`config.mk`:
```
export PLATFORM = sky130hd
export DESIGN_NAME = uart_button_tx
export DESIGN_NICKNAME = d
export VERILOG_FILES = /design/src/rtl/uart_button_tx_pkg.sv /design/src/rtl/uart_tx_byte.sv /design/src/rtl/uart_button_tx.sv
export SDC_FILE = /design/constraint.sdc
export NUM_CORES = 1
export LEC_CHECK = 0
export BUFFER_PORTS_ARGS = -buffer_cell sky130_fd_sc_hd__buf_2
export CAP_MARGIN = 20
export CORE_MARGIN = 1
export CORE_UTILIZATION = 45
export DETAILED_ROUTE_END_ITERATION = 10
export PLACE_DENSITY = 0.62
export REMOVE_ABC_BUFFERS = 1
export SETUP_SLACK_MARGIN = 0.4
export SLEW_MARGIN = 20
export SYNTH_ARGS = -nofsm -noshare
export SYNTH_HDL_FRONTEND = slang
export SYNTH_SLANG_ARGS = --single-unit
```
`constraint.sdc`:
```
create_clock -name clk -period 2.6 [get_ports clk]
set_input_delay 0.39 -clock clk [delete_from_list [all_inputs] [get_ports clk]]
set_output_delay 0.39 -clock clk [all_outputs]
set_load 0.05 [all_outputs]
```
`src/rtl/uart_button_tx_pkg.sv`:
```
// Shared constants for the button/periodic UART message transmitter:
// baud default, message text ROM, message ids and ASCII helpers.
package uart_button_tx_pkg;

    localparam int CLKS_PER_BIT_DEF = 234;

    typedef enum logic [1:0] {
        MSG_BTN1  = 2'd0,
        MSG_BTN2  = 2'd1,
        MSG_HELLO = 2'd2
    } msg_id_e;

    localparam logic [4:0] BTN_LEN   = 5'd14;
    localparam logic [4:0] HELLO_LEN = 5'd24;

    localparam logic [111:0] BTN1_TEXT    = "BTN1 pressed\r\n";
    localparam logic [111:0] BTN2_TEXT    = "BTN2 pressed\r\n";
    localparam logic [143:0] HELLO_PREFIX = "Hello! Counter: 0x";

    function automatic logic [7:0] nibble_to_ascii(input logic [3:0] n);
        return (n < 4'd10) ? (8'h30 + {4'h0, n}) : (8'h37 + {4'h0, n});
    endfunction

    function automatic logic [4:0] msg_len(input msg_id_e id);
        return (id == MSG_HELLO) ? HELLO_LEN : BTN_LEN;
    endfunction

    // Whole line left-aligned in 24 bytes so byte idx is a plain left shift away.
    function automatic logic [191:0] msg_line(input msg_id_e id, input logic [15:0] cnt);
        case (id)
            MSG_BTN1:  return {BTN1_TEXT, 80'h0};
            MSG_BTN2:  return {BTN2_TEXT, 80'h0};
            MSG_HELLO: return {HELLO_PREFIX,
                               nibble_to_ascii(cnt[15:12]), nibble_to_ascii(cnt[11:8]),
                               nibble_to_ascii(cnt[7:4]),   nibble_to_ascii(cnt[3:0]),
                               8'h0D, 8'h0A};
            default:   return '0;
        endcase
    endfunction

    function automatic logic [7:0] msg_byte(input msg_id_e id, input logic [4:0] idx,
                                            input logic [15:0] cnt);
        logic [191:0] line;
        line = msg_line(id, cnt) << {idx, 3'b000};
        return line[191:184];
    endfunction

endpackage

```
`src/rtl/uart_tx_byte.sv`:
```
// 8N1 byte transmitter, LSB first. ready is also raised in the last stop-bit
// cycle so a queued byte starts its start bit with no idle gap.
module uart_tx_byte
    import uart_button_tx_pkg::*;
#(
    parameter int CLKS_PER_BIT = CLKS_PER_BIT_DEF
) (
    input  logic       clk,
    input  logic       rst_n,
    input  logic [7:0] data,
    input  logic       valid,
    output logic       ready,
    output logic       tx
);

    localparam int BAUD_W = $clog2(CLKS_PER_BIT + 1);
    localparam logic [BAUD_W-1:0] BAUD_LAST = BAUD_W'(CLKS_PER_BIT - 1);

    logic              busy;
    logic [BAUD_W-1:0] baud_cnt;
    logic [3:0]        bits_left;
    logic [8:0]        shift;
    logic              tx_q;
    logic              frame_end;

    assign frame_end = busy && (baud_cnt == '0) && (bits_left == 4'd0);
    assign ready     = ~busy | frame_end;
    assign tx        = tx_q;

    always_ff @(posedge clk or negedge rst_n) begin
        if (!rst_n) begin
            busy      <= 1'b0;
            baud_cnt  <= '0;
            bits_left <= 4'd0;
            shift     <= '0;
            tx_q      <= 1'b1;
        end else if (valid && ready) begin
            busy      <= 1'b1;
            baud_cnt  <= BAUD_LAST;
            bits_left <= 4'd9;
            shift     <= {1'b1, data};
            tx_q      <= 1'b0;
        end else if (busy) begin
            if (baud_cnt != '0) begin
                baud_cnt <= baud_cnt - 1'b1;
            end else if (bits_left == 4'd0) begin
                busy <= 1'b0;
                tx_q <= 1'b1;
            end else begin
                tx_q      <= shift[0];
                shift     <= {1'b1, shift[8:1]};
                bits_left <= bits_left - 4'd1;
                baud_cnt  <= BAUD_LAST;
            end
        end
    end

endmodule

```
`src/rtl/uart_button_tx.sv`:
```
// Button / periodic-timer driven ASCII line transmitter on one UART TX pin.
//   state    | meaning
//   ST_IDLE  | no line in flight; arbitrate pend1 > pend2 > pend_hello
//   ST_SEND  | feeding bytes of the latched line, back to IDLE after last stop bit
module uart_button_tx
    import uart_button_tx_pkg::*;
#(
    parameter int CLKS_PER_BIT    = CLKS_PER_BIT_DEF,
    parameter int DEBOUNCE_CYCLES = 1024,
    parameter int PERIOD_BITS     = 27,
    parameter int BLINK_BITS      = 25
) (
    input  logic clk,
    input  logic rst_n,
    input  logic btn1,
    input  logic btn2,
    output logic led_r,
    output logic led_g,
    output logic led_b,
    output logic uart_tx
);

    localparam int DB_W = $clog2(DEBOUNCE_CYCLES + 1);
    localparam logic [DB_W-1:0] DB_LAST = DB_W'(DEBOUNCE_CYCLES - 1);

    localparam logic [0:0] ST_IDLE = 1'b0;
    localparam logic [0:0] ST_SEND = 1'b1;

    logic [1:0] btn_raw;
    logic [1:0] press;

    assign btn_raw = {btn2, btn1};

    // press[i] pulses for one cycle when a debounced high->low transition is accepted.
    for (genvar i = 0; i < 2; i++) begin : g_btn
        logic [1:0]      sync;
        logic            level;
        logic [DB_W-1:0] db_cnt;

        always_ff @(posedge clk or negedge rst_n) begin
            if (!rst_n) begin
                sync   <= 2'b11;
                level  <= 1'b1;
                db_cnt <= '0;
            end else begin
                sync <= {sync[0], btn_raw[i]};
                if (sync[1] == level) begin
                    db_cnt <= '0;
                end else if (db_cnt == DB_LAST) begin
                    level  <= sync[1];
                    db_cnt <= '0;
                end else begin
                    db_cnt <= db_cnt + 1'b1;
                end
            end
        end

        assign press[i] = (sync[1] != level) && (db_cnt == DB_LAST) && !sync[1];
    end

    logic [PERIOD_BITS-1:0] period_cnt;
    logic [BLINK_BITS-1:0]  blink_cnt;
    logic                   hello_tick;

    assign hello_tick = &period_cnt;

    always_ff @(posedge clk or negedge rst_n) begin
        if (!rst_n) begin
            period_cnt <= '0;
            blink_cnt  <= '0;
        end else begin
            period_cnt <= period_cnt + 1'b1;
            blink_cnt  <= blink_cnt + 1'b1;
        end
    end

    logic [0:0] state;
    logic       pend1, pend2, pend_hello;
    msg_id_e    msg_id;
    msg_id_e    next_id;
    logic [4:0] idx;
    logic [15:0] msg_cnt, cnt_lat;
    logic       clr1, clr2, clrh, start;
    logic       tx_valid, tx_ready, msg_done;
    logic [7:0] tx_data;

    always_comb begin
        clr1    = 1'b0;
        clr2    = 1'b0;
        clrh    = 1'b0;
        next_id = MSG_BTN1;
        if (state == ST_IDLE) begin
            if (pend1) begin
                clr1 = 1'b1;
            end else if (pend2) begin
                clr2    = 1'b1;
                next_id = MSG_BTN2;
            end else if (pend_hello) begin
                clrh    = 1'b1;
                next_id = MSG_HELLO;
            end
        end
    end

    assign start    = (state == ST_IDLE) && (pend1 || pend2 || pend_hello);
    assign tx_valid = (state == ST_SEND) && (idx != msg_len(msg_id));
    assign tx_data  = msg_byte(msg_id, idx, cnt_lat);
    assign msg_done = (state == ST_SEND) && (idx == msg_len(msg_id)) && tx_ready;

    always_ff @(posedge clk or negedge rst_n) begin
        if (!rst_n) begin
            state      <= ST_IDLE;
            pend1      <= 1'b0;
            pend2      <= 1'b0;
            pend_hello <= 1'b0;
            msg_id     <= MSG_BTN1;
            idx        <= '0;
            msg_cnt    <= '0;
            cnt_lat    <= '0;
        end else begin
            // A new event in the same cycle its flag is consumed re-arms the flag.
            pend1      <= (pend1 & ~clr1) | press[0];
            pend2      <= (pend2 & ~clr2) | press[1];
            pend_hello <= (pend_hello & ~clrh) | hello_tick;
            case (state)
                ST_IDLE: begin
                    if (start) begin
                        state   <= ST_SEND;
                        msg_id  <= next_id;
                        idx     <= '0;
                        cnt_lat <= msg_cnt;
                    end
                end
                ST_SEND: begin
                    if (tx_valid && tx_ready) begin
                        idx <= idx + 5'd1;
                    end else if (msg_done) begin
                        state <= ST_IDLE;
                        if (msg_id == MSG_HELLO) msg_cnt <= msg_cnt + 16'd1;
                    end
                end
                default: state <= ST_IDLE;
            endcase
        end
    end

    uart_tx_byte #(
        .CLKS_PER_BIT(CLKS_PER_BIT)
    ) u_tx (
        .clk  (clk),
        .rst_n(rst_n),
        .data (tx_data),
        .valid(tx_valid),
        .ready(tx_ready),
        .tx   (uart_tx)
    );

    assign led_r = ~blink_cnt[BLINK_BITS-1];
    assign led_g = ~blink_cnt[BLINK_BITS-2];
    assign led_b = (state != ST_SEND);

endmodule

```
# [Yosys cells after proc, flatten, opt, wreduce, memory -nomap -nowiden]
# Index checks and enable logic that the tools add are counted.
[word_totals] out_inout_bits=4 input_bits=4 ff_bits=146
[classes] n_addsub=16 reduce_logical=29 magnitude_cmp=4 n_eq_ne=15 mux=49 n_bitwise=17 shift=1
[op_table] operator="191-bit one-hot mux with 3 select lines" count=1
[op_table] operator="192-bit by 8-bit << shifter with 192-bit output" count=1
[op_table] operator="6-bit by 4-bit adder with 7-bit output (first input constant)" count=8
[op_table] operator="11-bit two-way mux" count=4
[op_table] operator="9-bit two-way mux" count=4
[op_table] operator="8-bit two-way mux" count=4
[op_table] operator="7-bit two-way mux" count=4
[op_table] operator="27-bit by 1-bit adder with 27-bit output (second input constant)" count=1
[op_table] operator="27-bit AND reduction" count=1
[op_table] operator="25-bit by 1-bit adder with 25-bit output (second input constant)" count=1
[op_table] operator="11-bit by 1-bit adder with 11-bit output (second input constant)" count=2
[op_table] operator="11-bit by 10-bit equality test with 1-bit output (second input constant)" count=2
[op_table] operator="1-bit two-way mux" count=20
[op_table] operator="16-bit by 1-bit adder with 16-bit output (second input constant)" count=1
[op_table] operator="4-bit less-than comparator (second input constant)" count=4
[op_table] operator="4-bit two-way mux" count=4
[op_table] operator="5-bit two-way mux" count=3
[op_table] operator="2-bit AND reduction" count=6
[op_table] operator="1-bit logical AND" count=11
[op_table] operator="1-bit inverter" count=10
[op_table] operator="5-bit one-hot mux with 2 select lines" count=1
[op_table] operator="8-bit logical NOT" count=1
[op_table] operator="8-bit nonzero test" count=1
[op_table] operator="8-bit by 1-bit subtractor with 8-bit output (second input constant)" count=1
[op_table] operator="22 further kinds" count=35

# [Longest topological paths before layout]
[logic_depth] word_depth=8 mapped_depth=9 depth_no_buf=8

# [By module]
# From an unflattened synthesis, not the netlist that was laid out.
[hier_totals] hier_cells=741 area_unflattened_um2=7367.1
[modules_own_cells] mod="uart_button_tx" cells_each=632 n_inst=1 seq_area_each_um2=3085.5 area_each_um2=6190.9
[modules_own_cells] mod="uart_tx_byte" cells_each=109 n_inst=1 seq_area_each_um2=576.8 area_each_um2=1176.1

# [Worst setup path after synthesis]
# No wires, ideal clock.
[synth_path] kind="register to register" start="reg u_tx.baud_cnt[0]" end="reg msg_cnt[1]" setup_ps=125 synth_period_minus_slack_ps=2119 n_path_buf=0 path_slack_ps=481 required_time_ps=2475 stages_incl_launch_ff=7 arrival_ps=1995 path_cell_list="dfrtp_1 -> inv_1 -> ha_1 -> nor3b_1 -> a31oi_1 -> nor3_1 -> mux2_2"
[synth_between] elab_chain_cells=7
[synth_rtl] item="start: declaration" line_no="uart_tx_byte.sv:20" text="logic [BAUD_W-1:0] baud_cnt;"
[synth_rtl] item="start signal: assignment" line_no="uart_tx_byte.sv:45" text="baud_cnt <= baud_cnt - 1'b1;"
[synth_rtl] item="8-bit logical NOT *" line_no="uart_tx_byte.sv:26" text="assign frame_end = busy && (baud_cnt == '0) && (bits_left == 4'd0);"
[synth_rtl] item="1-bit logical AND * (2 in a row)" line_no="uart_tx_byte.sv:26"
[synth_rtl] item="1-bit OR *" line_no="uart_tx_byte.sv:27" text="assign ready = ~busy | frame_end;"
[synth_rtl] item="1-bit logical AND" line_no="uart_button_tx.sv:135" text="if (tx_valid && tx_ready) begin"
[synth_rtl] item="1-bit inverter (no line)"
[synth_rtl] item="4-bit AND reduction (no line) *"
[synth_rtl] item="end signal: assignment" line_no="uart_button_tx.sv:139" text="if (msg_id == MSG_HELLO) msg_cnt <= msg_cnt + 16'd1;"
[synth_rtl] item="end: declaration" line_no="uart_button_tx.sv:82" text="logic [15:0] msg_cnt, cnt_lat;"
# Every way passes the cells marked *; elsewhere a longest branch is shown, timed or not.
# A chain may end at the register's enable or synchronous reset.

# [Final worst setup path]
[layout_path] start="reg u_tx.bits_left[0]" end="reg u_tx.baud_cnt[7]"
[layout_between] elab_chain_cells=6
[layout_rtl] item="start: declaration" line_no="uart_tx_byte.sv:21" text="logic [3:0] bits_left;"
[layout_rtl] item="start signal: assignment" line_no="uart_tx_byte.sv:52" text="bits_left <= bits_left - 4'd1;"
[layout_rtl] item="4-bit logical NOT *" line_no="uart_tx_byte.sv:26, uart_tx_byte.sv:46"
[layout_rtl] item="1-bit logical AND" line_no="uart_tx_byte.sv:26"
[layout_rtl] item="1-bit OR" line_no="uart_tx_byte.sv:27"
[layout_rtl] item="1-bit logical AND" line_no="uart_tx_byte.sv:37" text="end else if (valid && ready) begin"
[layout_rtl] item="3-bit by 2-bit inequality test with 1-bit output (no line) or 2-bit nonzero test (tied branches)"
[layout_rtl] item="2-bit AND reduction (no line)"
# Marked as above.

==> results.toml <==
[cells_and_area]
stdcell_count = 992
nets = 780
antennaDiodeCount = 0
postLayoutCoreUtil_pct = 53.2
drive_above_1_share_pct = 13.5
area_delta_synth_final_pct = 15.1

[clocking]
cts_tree = "built"
clockBufferDepth = 2
clk_pin_slew_worst_paths_ns = 0.06
cts_buffers = 17
cts_sinks = 146
worst_skew_pair.late_latency_ns = 0.43
root_buffer = "clkbuf_16"
h-tree-depth = 4

[critical_path]
path_buf_inv = 3
reg2reg_to = "u_tx.baud_cnt[7]"
reg2reg_depth = 8
cp-end-kind = "flip-flop"
cp-start-kind = "flip-flop"
rrSetupSlack_ns = 0.40
required_ns = 2.90
max_stage_delay_ns = 0.40
reg2reg_from = "u_tx.bits_left[0]"
cpMostUsedCell = "inv_1"
critical_path_arrival_ns = 2.49
path_class = "flip-flop to flip-flop"
path_delay_family = "compound AO/OA/AOI/OAI gates"
worstPathCellList = "inv_1 -> ha_1 -> nor3b_4 -> and4b_2 -> buf_4 -> inv_1 -> o21ai_0 -> o311a_1"
crit_slowest_cell = "o311a_1"
cp_max_fo = 11

[timing]
tightest_slew_ns = 0.669
fmax_mhz = 455
drv_slew = 0
final_hold_viol_count = 0
slew_headroom_pct = 55.4
grt_setup_unrepaired = "no"
finalSetupViolCount = 0
fin_crit_ns = 2.20
finalCritPeriodShare_pct = 84.4
setup_tns_ns = 0
skew_ns = 0.0137
fin_ws_ns = 0.404

[global_routing]
antenna_found_initial = 0
overflow = 0
grt_pass1_vias = 5386
grt_util_all_layers_pct = 19.6
grt_start_max_net_pins = 75
grt_pass1_wl_um = 25700

[pwr]
p_int_mw = 3.98
clock_power_share_pct = 52.3
power_mw = 4.97
power.share.sequential_pct = 46.2
powerDensity_nw_per_um2 = 588
p_comb_share_pct = 1.5
switchingPower_uw = 986
leakagePower_nw = 3.77
switching_share_pct = 19.8
power.ir.vdd_worst_mv = 0.452

[min_path]
whs_path_depth = 1
min-delay-start = "btn2"
hold_path.class = "primary input to flip-flop"
hold_end = "g_btn[1].sync[0]"

[route]
drt-pass1-iter-count = 4
drtIter0Drc = 348
via_per_inst = 5.44
drc = 0
detail-route-antenna-nets = 0
avgRoutedWirePerCell_um = 14.9
num_vias = 5393
routed_wl_um = 14800

[logic_synthesis]
syn_inst = 735
avgSynthCellArea_um2 = 9.99
synth_top_area_share_pct = 47.4
syn_area_um2 = 7340
seq_area_frac_synth_pct = 49.9
yosys_warnings = 0
ys.flop_type = "dfrtp_1"
synth_edf_count = 0
ys_ff_latch = 146
async_flop_share_pct = 100
yosysUniqueCellTypes = 69
synth.area.top_cells = "dfrtp_1 47%, xnor2_1 6.8%, xor2_1 4.2%"
yosysTopAreaCell = "dfrtp_1"

[floorplan]
die_w_um = 130
start_util_pct = 46.2
die_h_um = 130
io-pin-count = 8
num_rows = 46
die_area_um2 = 16800
coreArea_um2 = 15900

[run]
maxCapViolCount = 0

[placed_design]
port_buffers = 7
dp_hpwl_um = 10000
dp_cells = 955
gp_congestion = 0.860
post-place-ws_ns = 0.231

[outcome]
status = "finished, final reports clean"
area by class of cell:
type	instances	area, um2
Timing Repair Buffer	34	270
Clock inverter	9	153
Sequential cell	146	3660
Fill cell	1440	7430
Clock buffer	23	478
Multi-Input combinational cell	525	3480
Inverter	39	146
Tap cell	216	270
worst max-delay path by stage:
stage                      startpoint          endpoint  slack [ns]  cells after the start
CTS                  u_tx.baud_cnt[0]       msg_cnt[14]        0.40                      7
global route        u_tx.bits_left[0]  u_tx.baud_cnt[7]        0.33                      8
floorplan                      idx[1]  u_tx.baud_cnt[4]        0.24                      6
detailed placement   u_tx.baud_cnt[0]       msg_cnt[14]        0.23                      7
finish              u_tx.bits_left[0]  u_tx.baud_cnt[7]        0.40                      8
global placement     u_tx.baud_cnt[0]       msg_cnt[14]        0.33                      7
logic make-up (layout without fill, tap and decap cells):
group / after synthesis / in the layout / synth area share (%)
compound gates: 139 / 139 / 12.2
xor+xnor: 92 / 92 / 11.0
fa+ha+maj: 13 / 13 / 2.21
buf+inv: 64 / 105 / 3.59
flops: 146 / 146 / 49.9
mux: 19 / 19 / 2.98
simple gates: 262 / 262 / 18.2
metal layers:
metal	vias up	track usage (%)	wire length [um]
met2	87	30.9	7040
li1	2633	-	-
met3	30	4.63	453
met5	-	0	0
met1	2643	25.6	6920
met4	0	9.30	371
cell usage in the layout, fill, tap and decap left out, types with 7 or more instances in the layout:
cell type,instances
xor2_1,35
xnor2_1,57
inv_1,38
buf_4,23
o21ai_0,45
nand3_1,32
a21oi_1,24
ha_1,12
nand2b_1,8
clkbuf_16,17
mux2_2,13
o22ai_1,7
dfstp_2,7
nand4_1,18
dfrtp_1,139
nor3_1,9
and3_1,20
a22oi_1,7
nand2_1,61
nor2_1,66
nor2b_1,10
cells in the mapped netlist (2+ instances only):
library cell and instances:
dfrtp_1 139, nor2_1 68, nand2_1 63, xnor2_1 57, o21ai_0 45, inv_1 38, xor2_1 35, nand3_1 32
a21oi_1 25, and3_1 20, nand4_1 18, clkbuf_1 17, ha_1 13, mux2_2 13, nor2b_1 10, nor3_1 9
nand2b_1 8, a22oi_1 7, a31oi_1 7, dfstp_2 7, o22ai_1 7, o211ai_1 6, mux2i_1 5, nand3b_1 5
a2bb2oi_1 4, and4b_1 4, buf_2 4, nor2_2 4, nor3b_1 4, a211oi_1 3, and2_1 3, and4_1 3
o221ai_1 3, o22a_1 3, or2_2 3, a21o_1 2, a221oi_1 2, a22o_1 2, a32o_1 2, buf_6 2
o21a_1 2, o21ai_1 2, o31ai_1 2, o32a_1 2
power by group through the flow:
stage | Sequential [mW] | Combinational (mW) | Clock [mW]
6_report | 2.30 | 0.0747 | 2.60
5_1_grt | 2.30 | 0.0898 | 2.75
4_1_cts | 2.30 | 0.0793 | 2.65
3_5_place_dp | 2.34 | 0.0775 | 0
2_1_floorplan | 2.34 | 0.0180 | 0
3_3_place_gp | 2.34 | 0.0745 | 0
timing repair:
action | 4_1_cts | 5_1_grt
endpoints found under the hold margin | 5 | 0
endpoints found under the setup margin | 14 | 20
gates resized for setup | 2 | 14
hold buffers | 1 | 0
cloned | 0 | 0
buffers inserted | 1 | 3
pin swaps | 1 | 5
metrics by stage:
| step | area [um2] | hold WS, ns |
|---|---|---|
| CTS | 8380 | 0.0431 |
| detailed placement | 7720 | 0.351 |
| global route | 8460 | 0.0416 |
| global placement | 7720 | 0.347 |
| finish | 8460 | 0.0590 |
| floorplan | 7230 | 0.0944 |
worst register-to-register path: stages (launching register included):
cell and delay, ns:
dfrtp_1 0.38, inv_1 0.11, ha_1 0.17, nor3b_4 0.24, and4b_2 0.30, buf_4 0.18
inv_1 0.10, o21ai_0 0.20, o311a_1 0.40
state kept, by name, indices dropped and copies added (netlist names), 4 cells and up:
register,cells
blink_cnt,25
cnt_lat,16
g_btn.db_cnt,22
g_btn.sync,4
idx,5
msg_cnt,16
period_cnt,27
u_tx.baud_cnt,8
u_tx.bits_left,4
u_tx.shift,9
(Power assumes the default switching activity.)
